$ cat config.mk
export PLATFORM = sky130hd
export DESIGN_NAME = cam_ctrl
export DESIGN_NICKNAME = d
export VERILOG_FILES = /design/src/rtl/cam_ctrl.sv
export SDC_FILE = /design/constraint.sdc
export NUM_CORES = 1
export LEC_CHECK = 0
export BUFFER_PORTS_ARGS = -buffer_cell sky130_fd_sc_hd__buf_2
export CAP_MARGIN = 20
export CORE_ASPECT_RATIO = 1.75
export CORE_MARGIN = 8
export CORE_UTILIZATION = 25
export DETAILED_ROUTE_END_ITERATION = 10
export GPL_ROUTABILITY_DRIVEN = 0
export PLACE_DENSITY = 0.54
export SLEW_MARGIN = 40
export SYNTH_ARGS = -nofsm -noshare
export SYNTH_HDL_FRONTEND = slang
export SYNTH_SLANG_ARGS = --single-unit
$ cat constraint.sdc
create_clock -name clk -period 5.45 [get_ports clk]
set_clock_uncertainty 0.15 [all_clocks]
set_input_delay 0.8175 -clock clk [delete_from_list [all_inputs] [get_ports clk]]
set_output_delay 0.8175 -clock clk [all_outputs]
set_load 0.05 [all_outputs]
$ cat src/rtl/cam_ctrl.sv
// CAM controller: accepts WRITE/SEARCH/INVAL/CLEAR commands one at a time and drives
// the per-entry CAM cell strobes, tracking which entries hold live keys.
module cam_ctrl #(
  parameter int unsigned DEPTH = 8,
  parameter int unsigned WIDTH = 16,
  localparam int unsigned IDXW = $clog2(DEPTH)
) (
  input  logic             clk,
  input  logic             rst,
  input  logic             cmd_valid_i,
  output logic             cmd_ready_o,
  input  logic [1:0]       cmd_op_i,
  input  logic [WIDTH-1:0] cmd_data_i,
  input  logic [IDXW-1:0]  cmd_idx_i,
  output logic [DEPTH-1:0] cam_write_en_o,
  output logic [WIDTH-1:0] cam_writedat_o,
  output logic             cam_search_o,
  output logic [WIDTH-1:0] cam_searchn_o,
  input  logic [DEPTH-1:0] cam_match_i,
  output logic             rsp_valid_o,
  input  logic             rsp_ready_i,
  output logic             rsp_hit_o,
  output logic [IDXW-1:0]  rsp_idx_o,
  output logic             rsp_err_o,
  output logic             full_o,
  output logic [IDXW:0]    count_o
);

  typedef enum logic [1:0] {StIdle, StIssue, StResp} state_e;

  localparam logic [1:0] OpWrite  = 2'b00;
  localparam logic [1:0] OpSearch = 2'b01;
  localparam logic [1:0] OpInval  = 2'b10;
  localparam logic [1:0] OpClear  = 2'b11;

  state_e           state_q, state_d;
  logic [1:0]       op_q;
  logic [WIDTH-1:0] key_q;
  logic [IDXW-1:0]  idx_q;
  logic [DEPTH-1:0] valid_q, valid_d;
  logic             hit_q, hit_d;
  logic [IDXW-1:0]  ridx_q, ridx_d;
  logic             err_q, err_d;

  logic             accept;
  logic             free_found;
  logic [IDXW-1:0]  free_idx;
  logic [DEPTH-1:0] match_masked;
  logic             match_found;
  logic [IDXW-1:0]  match_idx;
  logic [IDXW:0]    count;

  assign accept = cmd_valid_i && cmd_ready_o;

  // State register
  always_ff @(posedge clk or negedge rst) begin
    if (!rst) begin
      state_q <= StIdle;
    end else begin
      state_q <= state_d;
    end
  end

  // Next-state logic
  always_comb begin
    state_d = state_q;
    unique case (state_q)
      StIdle:  if (accept) state_d = StIssue;
      StIssue: state_d = StResp;
      StResp:  if (rsp_ready_i) state_d = StIdle;
      default: state_d = StIdle;
    endcase
  end

  // Command capture; inputs are only looked at on the accepting cycle
  always_ff @(posedge clk or negedge rst) begin
    if (!rst) begin
      op_q  <= OpWrite;
      key_q <= '0;
      idx_q <= '0;
    end else if (accept) begin
      op_q  <= cmd_op_i;
      key_q <= cmd_data_i;
      idx_q <= cmd_idx_i;
    end
  end

  // Lowest free entry and lowest valid match (priority from index 0)
  always_comb begin
    free_found = 1'b0;
    free_idx   = '0;
    for (int i = DEPTH - 1; i >= 0; i--) begin
      if (!valid_q[i]) begin
        free_found = 1'b1;
        free_idx   = IDXW'(i);
      end
    end
  end

  assign match_masked = cam_match_i & valid_q;

  always_comb begin
    match_found = 1'b0;
    match_idx   = '0;
    for (int i = DEPTH - 1; i >= 0; i--) begin
      if (match_masked[i]) begin
        match_found = 1'b1;
        match_idx   = IDXW'(i);
      end
    end
  end

  always_comb begin
    count = '0;
    for (int i = 0; i < DEPTH; i++) begin
      count = count + (IDXW + 1)'(valid_q[i]);
    end
  end

  // Valid-bit and response updates, all committed at the end of ISSUE
  always_comb begin
    valid_d = valid_q;
    hit_d   = hit_q;
    ridx_d  = ridx_q;
    err_d   = err_q;
    if (state_q == StIssue) begin
      hit_d  = 1'b0;
      ridx_d = '0;
      err_d  = 1'b0;
      unique case (op_q)
        OpWrite: begin
          if (free_found) begin
            valid_d[free_idx] = 1'b1;
            ridx_d            = free_idx;
          end else begin
            err_d = 1'b1;
          end
        end
        OpSearch: begin
          hit_d  = match_found;
          ridx_d = match_idx;
        end
        OpInval: begin
          valid_d[idx_q] = 1'b0;
          ridx_d         = idx_q;
          err_d          = !valid_q[idx_q];
        end
        OpClear: begin
          valid_d = '0;
        end
        default: ;
      endcase
    end
  end

  always_ff @(posedge clk or negedge rst) begin
    if (!rst) begin
      valid_q <= '0;
      hit_q   <= 1'b0;
      ridx_q  <= '0;
      err_q   <= 1'b0;
    end else begin
      valid_q <= valid_d;
      hit_q   <= hit_d;
      ridx_q  <= ridx_d;
      err_q   <= err_d;
    end
  end

  // Outputs; reset gates ready since state alone already reads as idle during reset
  always_comb begin
    cmd_ready_o    = (state_q == StIdle) && rst;
    rsp_valid_o    = (state_q == StResp);
    cam_write_en_o = '0;
    cam_writedat_o = '0;
    cam_search_o   = 1'b0;
    cam_searchn_o  = '0;
    if (state_q == StIssue) begin
      if (op_q == OpWrite && free_found) begin
        cam_write_en_o = DEPTH'(1) << free_idx;
        cam_writedat_o = key_q;
      end
      if (op_q == OpSearch) begin
        cam_search_o  = 1'b1;
        cam_searchn_o = key_q;
      end
    end
  end

  assign rsp_hit_o = hit_q;
  assign rsp_idx_o = ridx_q;
  assign rsp_err_o = err_q;
  assign count_o   = count;
  assign full_o    = (count == (IDXW + 1)'(DEPTH));

endmodule
==> summary by stage, run 1 <==
Finish
The repair_antennas step left the layout with diodes totalling 0. The share of cells above drive strength 1 is 0.385. The filler cells instantiated in the layout total 984. The final standard cell area without fillers is 2990 sq um. The area growth from synthesis to layout is 30.0%. The final layout net count is approximately 360. The final cell count without fillers is 442.

CTS
The buffer depth of the longest clock path is 2. The number of buffers added for setup after CTS is 0. The clock tree from TritonCTS is yes. The tree is rooted in a sky130_fd_sc_hd__clkbuf_16.

In this run, CTS created clock tree buffers numbering 5. The H-tree depth reported by CTS is 2. The register clock-pin slew on the reported worst setup and hold paths is around 60 ps. The clock net in this run drives a total of 36 sinks. The cts-stage hold buffer count is 0. Gates resized during post-CTS repair numbered 0. The later-pin clock latency in the skew report is about 280 ps.

Critical path
At the worst endpoint, the required time is approximately 4500 ps. The reg-to-reg critical path startpoint is state_q[1]. Data on the critical path arrives at its endpoint at 3690 ps. The maximum fanout along the worst path is 14.

Counting cells, the worst reg-to-reg path comes to 5. The setup slack of the worst register-to-register path is 3070 ps. The maximum cell stage delay along the critical path is 580 ps. The critical path in this run is classified as reg -> out. Walking the worst path, the cells encountered are fa_1 > inv_1 > fa_1 > fa_1 > inv_1 > ha_1 > inv_1 > fa_1 > inv_1 > nor4b_2 > buf_2. The slowest stage of the critical path belongs to the cell sky130_fd_sc_hd__fa_1. The worst setup path is captured at a primary output. The endpoint of the worst register-to-register path is valid_q[2]. The startpoint class of the critical path is a flip-flop.

Synth
After synthesis, the share of flip-flops with an asynchronous set or reset is 1.00. The sequential fraction of the synthesis area is 0.392. The synthesized netlist occupies a cell area of 2300 sq um. The net count after synthesis is between 200 and 300. The synthesized netlist cell count is 242.

After synthesis, the mean cell area works out to approximately 9.5 sq um. The synthesis-stage register bit count is 36. The distinct cell type count of the synthesized netlist is 45. The yosys synthesis warning count is 0. For this run, the leading register cell type out of synthesis is sky130_fd_sc_hd__dfrtp_1. The number of enable-type register cells in the synthesized netlist is 0.

GRT
The global-route wire length before repair is around 12000 microns. The pin count of the biggest net entering global routing is 38. The initial antenna violation count is 0. For this run, global-route usage on met1 was measured as 0.116. For met2 alone, demand over resource in global routing was 0.233. The via count of the first global-routing pass is 2386. The global routing stage identified its most utilized layer as met2. The total overflow left after global routing is 0. In the global route stage, met3 resource usage came out at 0.0317.

The global router's overall resource usage is 0.125.

Timing
The measured slew at the worst slew-check pin is 745 ps. The final-report setup violation count is 0. The time the final worst path needs with I/O delays and setup is 4660 ps. The worst pin sits at a relative slew slack of 0.501. Based on the critical path, the design can be clocked at up to 215 MHz. Setup repair after global routing left no endpoint under its margin.

The final worst-path cycle share is 0.855. The final-report hold violation count came to 0. The worst hold slack after final layout is 345 ps. The total count of max-transition violations in the final report came to 0. In the final timing run, aggregate negative setup slack is 0 ps. The worst path meets setup with 790 ps of slack.

Floorplanning
The die is just under 90 microns wide. In this run the count of I/O pins placed on the die edge is 86. The die boundary height is roughly 140 microns. The die covers about 13000 sq um. The cell row count is 46. The floorplan step defined a core boundary enclosing 9040 sq um. For this configuration, the core starts out at a cell density of 0.255.

Status
The flow ran to the end, and the final reports show no timing, DRC or antenna violations.

Placement
The number of input and output port buffers inserted is 85. Before CTS, the worst setup slack after placement is 1100 ps. In this run, placement finished with an instance count of 435. Summed over all nets, the half-perimeter wirelength after detailed placement is 5890 microns. Once placement finished, the instance area stood at roughly 2800 sq um.

Min path
The class of the tightest hold or removal check is reg -> reg. The end point of the most critical hold path is rsp_idx_o[2]. The startpoint of the tightest hold check path is rsp_idx_o[2]. Along the worst hold path, the cell count comes to 2.

Power and ir drop
The static power due to leakage is 1.50 nW. The power per standard cell area is 411 nW/um^2. The worst voltage drop across the vdd grid is 0.260 mV.

Drt
In the routed design, unresolved DRC markers number 0. After detailed routing, the average wire length per cell comes to 17.1 microns. The first detailed-routing pass took 4 iterations. The number of DRC violations after detailed-routing iteration 0 is 87. The ratio of routed vias to standard cells is 4.77.

Detailed routing inserted a total of 2109 vias. Wires add up to between 7000 and 8000 microns. The number of routed nets with antenna violations is 0.

Flow run
Max-cap violations in this run came to 0.
critical path, delay by kind of cell, from the launching register on:
kind	cells	cell delay [ps]
adders and majority gates	5	2120
buffers and inverters	5	530
DFF	1	530
and+or+nand+nor	1	230
state kept, by name, summed over array words and instances, names as in the netlist:
signal     cells
rsp_hit_o      1
state_q        2
op_q           2
rsp_err_o      1
idx_q          3
valid_q        8
rsp_idx_o      3
key_q         16
stage by stage:
stage | total power, W | utilization
after floorplan | 0.000806 | -
after global placement | 0.000926 | 0.314
after detailed placement | 0.000936 | 0.314
after CTS | 0.00125 | 0.331
after global routing | 0.00131 | 0.331
final | 0.00123 | 0.331
kinds of logic after synthesis:
| logic type | count (synthesis) | share of synthesized area |
|---|---|---|
| AOI/OAI and AO/OA | 57 | 0.165 |
| DFF | 36 | 0.392 |
| adders and majority gates | 8 | 0.0566 |
| muxes | 19 | 0.0930 |
| xor gates and xnor gates | 1 | 0.00381 |
| buffers and inverters | 32 | 0.0598 |
| and+or+nand+nor | 89 | 0.230 |
cell type report:
class / instances / area [sq um] / share of cell area
clock buffer: 7 / 153 / 0.0510
tap: 120 / 150 / 0.0502
multi-input combinational: 174 / 1270 / 0.426
timing repair buffer: 88 / 448 / 0.150
inverter: 17 / 63.8 / 0.0213
sequential: 36 / 901 / 0.301
cell usage in the layout (no fill, tap or decap), types with 3 or more instances in the layout:
cell and instances:
sky130_fd_sc_hd__a21oi_1 11, sky130_fd_sc_hd__a22oi_1 3, sky130_fd_sc_hd__a31oi_1 5, sky130_fd_sc_hd__and2_1 16
sky130_fd_sc_hd__and3_1 17, sky130_fd_sc_hd__buf_2 85, sky130_fd_sc_hd__buf_4 3, sky130_fd_sc_hd__clkbuf_16 5
sky130_fd_sc_hd__dfrtp_1 36, sky130_fd_sc_hd__fa_1 4, sky130_fd_sc_hd__ha_1 4, sky130_fd_sc_hd__inv_1 17
sky130_fd_sc_hd__mux2_2 19, sky130_fd_sc_hd__nand2_1 19, sky130_fd_sc_hd__nand2b_1 6, sky130_fd_sc_hd__nor2_1 7
sky130_fd_sc_hd__nor2b_1 5, sky130_fd_sc_hd__nor3_1 4, sky130_fd_sc_hd__o21ai_0 14, sky130_fd_sc_hd__o21ai_1 4
worst max-delay path by stage:
stage / startpoint / endpoint / slack, ps / depth (start not counted)
after floorplan: valid_q[0] / full_o / 550 / 10
after global placement: valid_q[0] / full_o / 1170 / 11
after detailed placement: valid_q[0] / full_o / 1100 / 11
after CTS: valid_q[0] / full_o / 790 / 11
after global routing: valid_q[0] / full_o / 670 / 11
final: valid_q[0] / full_o / 790 / 11
metal layers:
| metal | up-vias | part of all wire |
|---|---|---|
| met4 | 0 | 0.040 |
| met1 | 1011 | 0.34 |
| met5 | - | 0 |
| met2 | 66 | 0.56 |
| met3 | 17 | 0.057 |
| li1 | 1015 | - |
where the power goes:
group	leakage [nW]	total (W)	internal (W)	switching, W
Sequential	0.446	0.000423	0.000334	0.0000885
Clock	0.0760	0.000300	0.000192	0.000108
Combinational	0.974	0.000507	0.000161	0.000346
cell usage after synthesis (3+ instances only):
cell type | instances | share of area
sky130_fd_sc_hd__clkbuf_1 | 7 | 0.011
sky130_fd_sc_hd__dfrtp_1 | 36 | 0.39
sky130_fd_sc_hd__and2_1 | 17 | 0.046
sky130_fd_sc_hd__mux2_2 | 19 | 0.093
sky130_fd_sc_hd__a22oi_1 | 3 | 0.0098
sky130_fd_sc_hd__inv_1 | 17 | 0.028
sky130_fd_sc_hd__nand2_1 | 19 | 0.031
sky130_fd_sc_hd__ha_1 | 4 | 0.022
sky130_fd_sc_hd__and3_1 | 17 | 0.046
sky130_fd_sc_hd__buf_2 | 5 | 0.011
sky130_fd_sc_hd__a21oi_1 | 11 | 0.024
sky130_fd_sc_hd__a31oi_1 | 5 | 0.014
sky130_fd_sc_hd__o21ai_1 | 4 | 0.0087
sky130_fd_sc_hd__buf_4 | 3 | 0.0098
sky130_fd_sc_hd__o21ai_0 | 14 | 0.030
sky130_fd_sc_hd__nor3_1 | 4 | 0.0087
sky130_fd_sc_hd__nor2b_1 | 5 | 0.014
sky130_fd_sc_hd__fa_1 | 4 | 0.035
sky130_fd_sc_hd__nor2_1 | 7 | 0.011
sky130_fd_sc_hd__nand2b_1 | 6 | 0.016
No activity file was read; power rests on OpenSTA's default activity.
==> run 2: changes to the inputs <==
--- a/config.mk
+++ b/config.mk
@@ -8,7 +8,7 @@
 export BUFFER_PORTS_ARGS = -buffer_cell sky130_fd_sc_hd__buf_2
 export CAP_MARGIN = 20
 export CORE_ASPECT_RATIO = 1.75
-export CORE_MARGIN = 8
+export CORE_MARGIN = 3
 export CORE_UTILIZATION = 25
 export DETAILED_ROUTE_END_ITERATION = 10
 export GPL_ROUTABILITY_DRIVEN = 0
==> summary by stage, run 2 (synthesized netlist as in run 1, its figures left out) <==
Drt
The number of detailed-route iterations in the first pass is 5 (+1). The number of DRC violations after detailed-routing iteration 0 is 138 (+59%). The count of unresolved DRC violations after routing came to 0 (unchanged).

The average wire per cell in the routed design is 16.0 microns (-6.3%). The ratio of routed vias to standard cells is 4.86 (+1.9%). The total number of vias is 2129 (+0.95%).

The post-detailed-routing wire length is 7020 microns (-7.2%). The number of routed nets with antenna violations is 0 (unchanged).

Timing
The measured slew at the worst slew-check pin is 688 ps (-56.7 ps). The time the final worst path needs with I/O delays and setup is 4700 ps (+41.3 ps). The tightest slew margin relative to the limit was 0.540 (+0.0390).

The final worst-path setup slack is 749 ps (-41.3 ps). The setup TNS came to 0 ps (unchanged). The total count of max-transition violations in the final report is 0 (unchanged).

The worst hold slack after final layout is 359 ps (+14.3 ps). The final-report hold violation count is 0 (unchanged). The timing-limited maximum frequency came to 213 MHz (-0.88%). The final worst-path cycle share is 0.863 (+0.00757). The final-report setup violation count is 0 (unchanged). Setup repair after global routing left no endpoint under its margin.

Floorplanning
The die width is 78.5 microns (-11%). The initial standard-cell utilization of the core is 0.260 (+0.00566). The I/O pin total is 86 (unchanged).

The area of the core is 8840 sq um (-2.2%). The area enclosed by the die boundary is 10400 sq um (-18%). The cell row count came to 45 (-2.2%). The die boundary height is 133 microns (-7.0%).

Critical path
The maximum cell stage delay along the critical path is 590 ps (about the same). The slowest stage of the critical path is the sky130_fd_sc_hd__fa_1 cell. The required time reported for the critical path endpoint is 4480 ps (about the same).

The worst setup path is launched from a flip-flop. The beginning of the critical path is valid_q[0]. The total buffers and inverters traversed by the critical path is 5 (unchanged). The critical path class is reg -> out. Grouping stages by cell kind, the critical path spends the most delay in adder cells.

The signal on the critical path passes through fa_1 > inv_1 > fa_1 > fa_1 > inv_1 > ha_1 > inv_1 > fa_1 > inv_1 > nor4b_2 > buf_2. The signal arrival time at the worst endpoint is 3730 ps (+40 ps). In this run the critical register-to-register path is launched from state_q[1]. The maximum fanout along the worst path is 14 (unchanged). The endpoint type of the worst setup path is a primary output.

Finish
Compared with the post-synthesis result, the final layout area differs by 29.7%. The final layout net count was 362 (-0.28%). The most common cell after layout, fill and taps aside is sky130_fd_sc_hd__buf_2. The largest registers in the layout are key_q: 16 flops, valid_q: 8 flops. The share of cells above drive strength 1 is 0.383 (-0.00192). The antenna diode count is 0 (unchanged). The top cell types in the final layout, fill and taps aside, are sky130_fd_sc_hd__buf_2 (85), sky130_fd_sc_hd__dfrtp_1 (36), sky130_fd_sc_hd__nand2_1 (19), sky130_fd_sc_hd__mux2_2 (19).

Ranked by flip-flop count, first place goes to key_q. The post-route core utilization is 0.338 (+0.00679). The number of flip-flops under the largest register name is 16 (unchanged).

GRT
The pin count of the biggest net entering global routing was 38 (unchanged). The global-route wire length before repair is 11100 microns (-6.8%). The global router's overall resource usage is 0.138 (+0.0132). The via count of the first global-routing pass was 2223 (-6.8%). The initial antenna violation count is 0 (unchanged). The aggregate global routing overflow was 0 (unchanged).

Power and ir drop
The worst voltage drop across the vdd grid came to 0.212 mV (-19%). The switching power share of the total came to 0.440 (-0.00133). The power share of the sequential group was 0.348 (+0.004). The power per standard cell area is 410 nW/um^2 (-0.19%). The part of the total power dissipated in combinational logic is 0.409 (-0.003). The static power due to leakage came to 1.49 nW (-0.20%). The switching component of the power is 0.000539 W (-0.66%). The clock network fraction of design power is 0.244 (about the same). The design internal power was 0.000686 W (-0.12%).

Flow run
The max capacitance violation total is 0 (unchanged).

Min path
The path class of the tightest hold or removal check is reg -> reg. In this run the most critical hold path is launched from rsp_hit_o.

CTS
The number of buffers created by CTS is 5 (unchanged). The register clock-pin slew on the reported worst setup and hold paths is 60 ps (about the same). The H-tree depth reported by CTS came to 2 (unchanged).

The buffer depth of the longest clock path is 2 (unchanged). The cts-stage hold buffer count is 0 (unchanged). The count of clock tree sinks came to 36 (unchanged). The root buffer cell is sky130_fd_sc_hd__clkbuf_16. TritonCTS built the clock tree. The number of buffers added for setup after CTS is 0 (unchanged). The number of cells upsized or downsized after cts is 0 (unchanged). The later-pin clock latency in the skew report was 280 ps (about the same).

Status
The flow ran to the end, and the final reports show no timing, DRC or antenna violations.

Placement
The half-perimeter wire length after detailed placement is 5380 microns (-8.7%). The placement-stage worst setup slack is 1070 ps (-33.2 ps). The number of input and output port buffers inserted is 85 (unchanged).
## run 2: power by group through the flow
stage          clock network (W)  logic, W  registers, W
6_report                0.000298  0.000501      0.000426
5_1_grt                 0.000317  0.000547      0.000439
4_1_cts                 0.000308  0.000507      0.000425
3_5_place_dp                   0  0.000505      0.000430
3_3_place_gp                   0  0.000497      0.000426
2_1_floorplan                  0  0.000383      0.000423
## run 2: final timing paths
path	endpoint	slack, ps	cells after the start
max in group asynchronous	key_q[4]	4360	2
max reg2reg	valid_q[2]	3230	4
min	rsp_hit_o	360	1
max	full_o	750	11
min in group asynchronous	valid_q[7]	430	2
min reg2reg	rsp_hit_o	360	1
## run 2: worst register-to-register path, delay by kind of cell, from the launching register on
kind               cells  cell delay [ps]
AOI/OAI and AO/OA      1              270
and+or+nand+nor        3             1290
DFF                    1              410
## run 2: per-layer routing
metal	share of wire	up-vias	global-route usage	wire length, microns
met5	0	-	0	0
met3	0.053	18	0.0313	374
met1	0.35	1013	0.134	2490
met2	0.56	79	0.263	3910
li1	-	1019	-	-
met4	0.036	0	0.0700	252
## run 2: per-stage QoR
| stage | power, W | cells | cell area, sq um |
|---|---|---|---|
| 6_report | 0.00123 | 438 | 2990 |
| 5_1_grt | 0.00130 | 438 | 2990 |
| 4_1_cts | 0.00124 | 438 | 2990 |
| 3_5_place_dp | 0.000934 | 431 | 2830 |
| 3_3_place_gp | 0.000923 | 431 | 2830 |
| 2_1_floorplan | 0.000806 | 242 | 2310 |
## run 2: area by class of cell
cell class	count	area, sq um
fill	978	5850
inverter	17	63.8
clock buffer	7	153
timing repair buffer	87	440
sequential	36	901
multi-input combinational	174	1280
tap	117	146
==> run 3: changes to the inputs <==
--- a/config.mk
+++ b/config.mk
@@ -8,11 +8,10 @@
 export BUFFER_PORTS_ARGS = -buffer_cell sky130_fd_sc_hd__buf_2
 export CAP_MARGIN = 20
 export CORE_ASPECT_RATIO = 1.75
-export CORE_MARGIN = 3
-export CORE_UTILIZATION = 25
+export CORE_UTILIZATION = 35
 export DETAILED_ROUTE_END_ITERATION = 10
 export GPL_ROUTABILITY_DRIVEN = 0
-export PLACE_DENSITY = 0.54
+export PLACE_DENSITY = 0.68
 export SLEW_MARGIN = 40
 export SYNTH_ARGS = -nofsm -noshare
 export SYNTH_HDL_FRONTEND = slang
==> constraint.sdc (replaced) <==
create_clock -name clk -period 5.45 [get_ports clk]
set_clock_uncertainty 0.15 [all_clocks]
set_input_delay 0 -clock clk [delete_from_list [all_inputs] [get_ports clk]]
set_output_delay 0 -clock clk [all_outputs]
set_load 0.05 [all_outputs]
==> summary by stage, run 3 (synthesized netlist as in run 1, its figures left out) <==
Placement
The half-perimeter wire length after detailed placement is 4650 microns (-14%). The standard cell area after detailed placement is 2770 sq um (-2.2%). The number of placed cells counting well taps is 392 (-9.0%). The number of input and output port buffers inserted is 85 (unchanged).

Timing
The total count of max-transition violations in the final report is 0 (unchanged). The final worst-path cycle share came to 0.714 (-0.148). The final-report setup violation count came to 0 (unchanged). The time the final worst path needs with I/O delays and setup is 3890 ps (-807 ps). The setup TNS was 0 ps (unchanged). The timing-limited maximum frequency came to 257 MHz (+21%).

The tightest slew margin relative to the limit was 0.494 (-0.0462). The measured slew at the worst slew-check pin is 759 ps (+70.8 ps). Setup repair after global routing left no endpoint under its margin. The final-report hold violation count came to 0 (unchanged).

Finish
The antenna diode count is 0 (unchanged). The largest register by flop count is key_q. The share of cells above drive strength 1 is 0.350 (-0.0335). The library cell used most frequently in the layout, excluding fill and tap cells, is sky130_fd_sc_hd__buf_2. The area taken by multi-input logic gates is 1280 sq um (unchanged). The flip-flop and latch area is 901 sq um (unchanged). The final standard cell area without fillers came to 3130 sq um (+4.7%). In the final layout, the registers with the most flip-flops are key_q: 16 flops, valid_q: 8 flops.

The number of fillers in the final layout was 644 (-34%). The final cell count without fillers is 426 (-2.7%). The final layout net count is 386 (+6.6%).

The area added between synthesis and finish is 35.9%. Leaving out fill and tap cells, the most frequent cells in the layout are sky130_fd_sc_hd__buf_2 (84), sky130_fd_sc_hd__dfrtp_1 (36), sky130_fd_sc_hd__dlygate4sd3_1 (26). The number of flip-flops under the largest register name is 16 (unchanged).

Floorplanning
The die boundary height came to 109 microns (-18%). The I/O pin total is 86 (unchanged). The area of the core is 6280 sq um (-29%). The cell row count was 38 (-16%).

The initial standard-cell utilization of the core is 0.367 (+0.106). The area enclosed by the die boundary is 6920 sq um (-34%). The die width was 63.3 microns (-19%).

GRT
The via count of the first global-routing pass was 2091 (-5.9%). The initial antenna violation count is 0 (unchanged). The global router's overall resource usage came to 0.194 (+0.0558). The pin count of the biggest net entering global routing was 38 (unchanged).

The aggregate global routing overflow was 0 (unchanged). The global-route wire length before repair is 10300 microns (-7.9%).

Min path
The class of the tightest hold or removal check is in -> reg.

Critical path
The critical path goes through fa_1 > inv_1 > fa_1 > fa_1 > inv_1 > ha_1 > inv_1 > fa_1 > inv_1 > nor4b_1 > buf_2. The setup slack of the worst register-to-register path is 2740 ps (-490 ps). The slowest stage cell on the critical path is sky130_fd_sc_hd__fa_1. The kind of cell with the highest combined delay along the critical path is adder cells. The maximum fanout along the worst path is 14 (unchanged). The critical path class is reg -> out.

The required time reported for the critical path endpoint is 5300 ps (+820 ps). The maximum cell stage delay along the critical path is 590 ps (about the same). The signal arrival time at the worst endpoint came to 3740 ps (about the same). The total buffers and inverters traversed by the critical path is 5 (unchanged). The worst setup path is launched from a flip-flop. STA classifies the critical path endpoint as a primary output.

CTS
The number of buffers added for setup after CTS was 0 (unchanged). The number of buffers created by CTS is 5 (unchanged). The buffer depth of the longest clock path is 2 (unchanged).

The later-pin clock latency in the skew report is 290 ps (about the same). TritonCTS built the clock tree. The count of clock tree sinks is 36 (unchanged). CTS placed an instance of sky130_fd_sc_hd__clkbuf_8 at the clock tree root. The register clock-pin slew on the reported worst setup and hold paths is 80 ps (+20 ps). The H-tree depth reported by CTS was 2 (unchanged).

Drt
The average wire per cell in the routed design is 15.4 microns (-4.2%). The number of detailed-route iterations in the first pass is 4 (-1). The number of routed nets with antenna violations was 0 (unchanged). The number of DRC violations after detailed-routing iteration 0 is 58 (-58%). The count of unresolved DRC violations after routing is 0 (unchanged). The post-detailed-routing wire length was 6550 microns (-6.8%). The total number of vias was 2240 (+5.2%). The ratio of routed vias to standard cells is 5.26 (+8.2%).

Flow run
The max capacitance violation total is 0 (unchanged).

Power and ir drop
The static power due to leakage is 1.57 nW (+5.3%). The worst voltage drop across the vdd grid is 0.186 mV (-12%). The power per standard cell area was 366 nW/um^2 (-11%).

Status
The run finished with clean final reports.
==> run 3: cell types whose count changed in the layout (fill, tap and decap cells not counted) <==
cell                            before  now
sky130_fd_sc_hd__clkbuf_8            2    6
sky130_fd_sc_hd__dlygate4sd3_1       0   26
sky130_fd_sc_hd__clkinv_2            0    2
sky130_fd_sc_hd__nor3b_2             1    0
sky130_fd_sc_hd__nor4b_2             1    0
sky130_fd_sc_hd__nor4b_1             0    1
sky130_fd_sc_hd__nor3b_4             0    1
sky130_fd_sc_hd__clkbuf_16           5    0
sky130_fd_sc_hd__buf_2              85   84
sky130_fd_sc_hd__buf_4               2    1
==> run 3: path summary, 6_finish.rpt <==
kind                                      to  cells past startpoint            from
min in group asynchronous          key_q[10]                      2             rst
worst max register to register  rsp_idx_o[0]                      5      state_q[1]
max in group asynchronous          rsp_hit_o                      2             rst
worst min-delay path               rsp_hit_o                      4  cam_match_i[1]
worst min register to register     rsp_hit_o                      1       rsp_hit_o
worst max-delay path                  full_o                     11      valid_q[0]
==> run 3: cell type report <==
type | count | area share
clock inverter | 2 | 0.00320
multi-input combinational | 174 | 0.410
clock buffer | 6 | 0.0264
timing repair buffer | 111 | 0.220
tap | 80 | 0.0320
sequential | 36 | 0.288
inverter | 17 | 0.0204
==> run 3: worst reg2reg max path: stages, from the launching register on <==
cell,delay [ps]
sky130_fd_sc_hd__dfrtp_1,420
sky130_fd_sc_hd__nand2b_1,460
sky130_fd_sc_hd__nor3b_4,770
sky130_fd_sc_hd__nand2_1,110
sky130_fd_sc_hd__o211ai_1,190
sky130_fd_sc_hd__dlygate4sd3_1,560
==> run 3: routing by layer <==
metal  GRT usage  up-vias  part of all wire  wire (microns)
li1            -     1060                 -               -
met1       0.208     1086              0.37            2440
met2       0.359       77              0.55            3610
met3      0.0241       17             0.037             242
met4       0.114        0             0.038             250
met5           0        -                 0               0
==> run 3: stage by stage <==
| stage | setup WS [ps] | utilization | total power (W) | hold WS (ps) |
|---|---|---|---|---|
| after floorplan | 673 | - | 0.000802 | -446 |
| after global placement | 1970 | 0.439 | 0.000908 | -13.8 |
| after detailed placement | 1860 | 0.442 | 0.000926 | 1.62 |
| after CTS | 1540 | 0.498 | 0.00115 | 15.2 |
| after global routing | 1390 | 0.498 | 0.00122 | 44.1 |
| final | 1560 | 0.498 | 0.00114 | 21.8 |
==> run 3: power breakdown <==
group | internal [W] | switching (W)
registers | 0.000333 | 0.0000920
logic | 0.000176 | 0.000342
clock network | 0.000101 | 0.0000991
==> run 3: repair_timing <==
item | in CTS | in global routing
hold endpoints to repair | 60 | 0
gates resized for setup | 0 | 0
hold buffers | 26 | 0
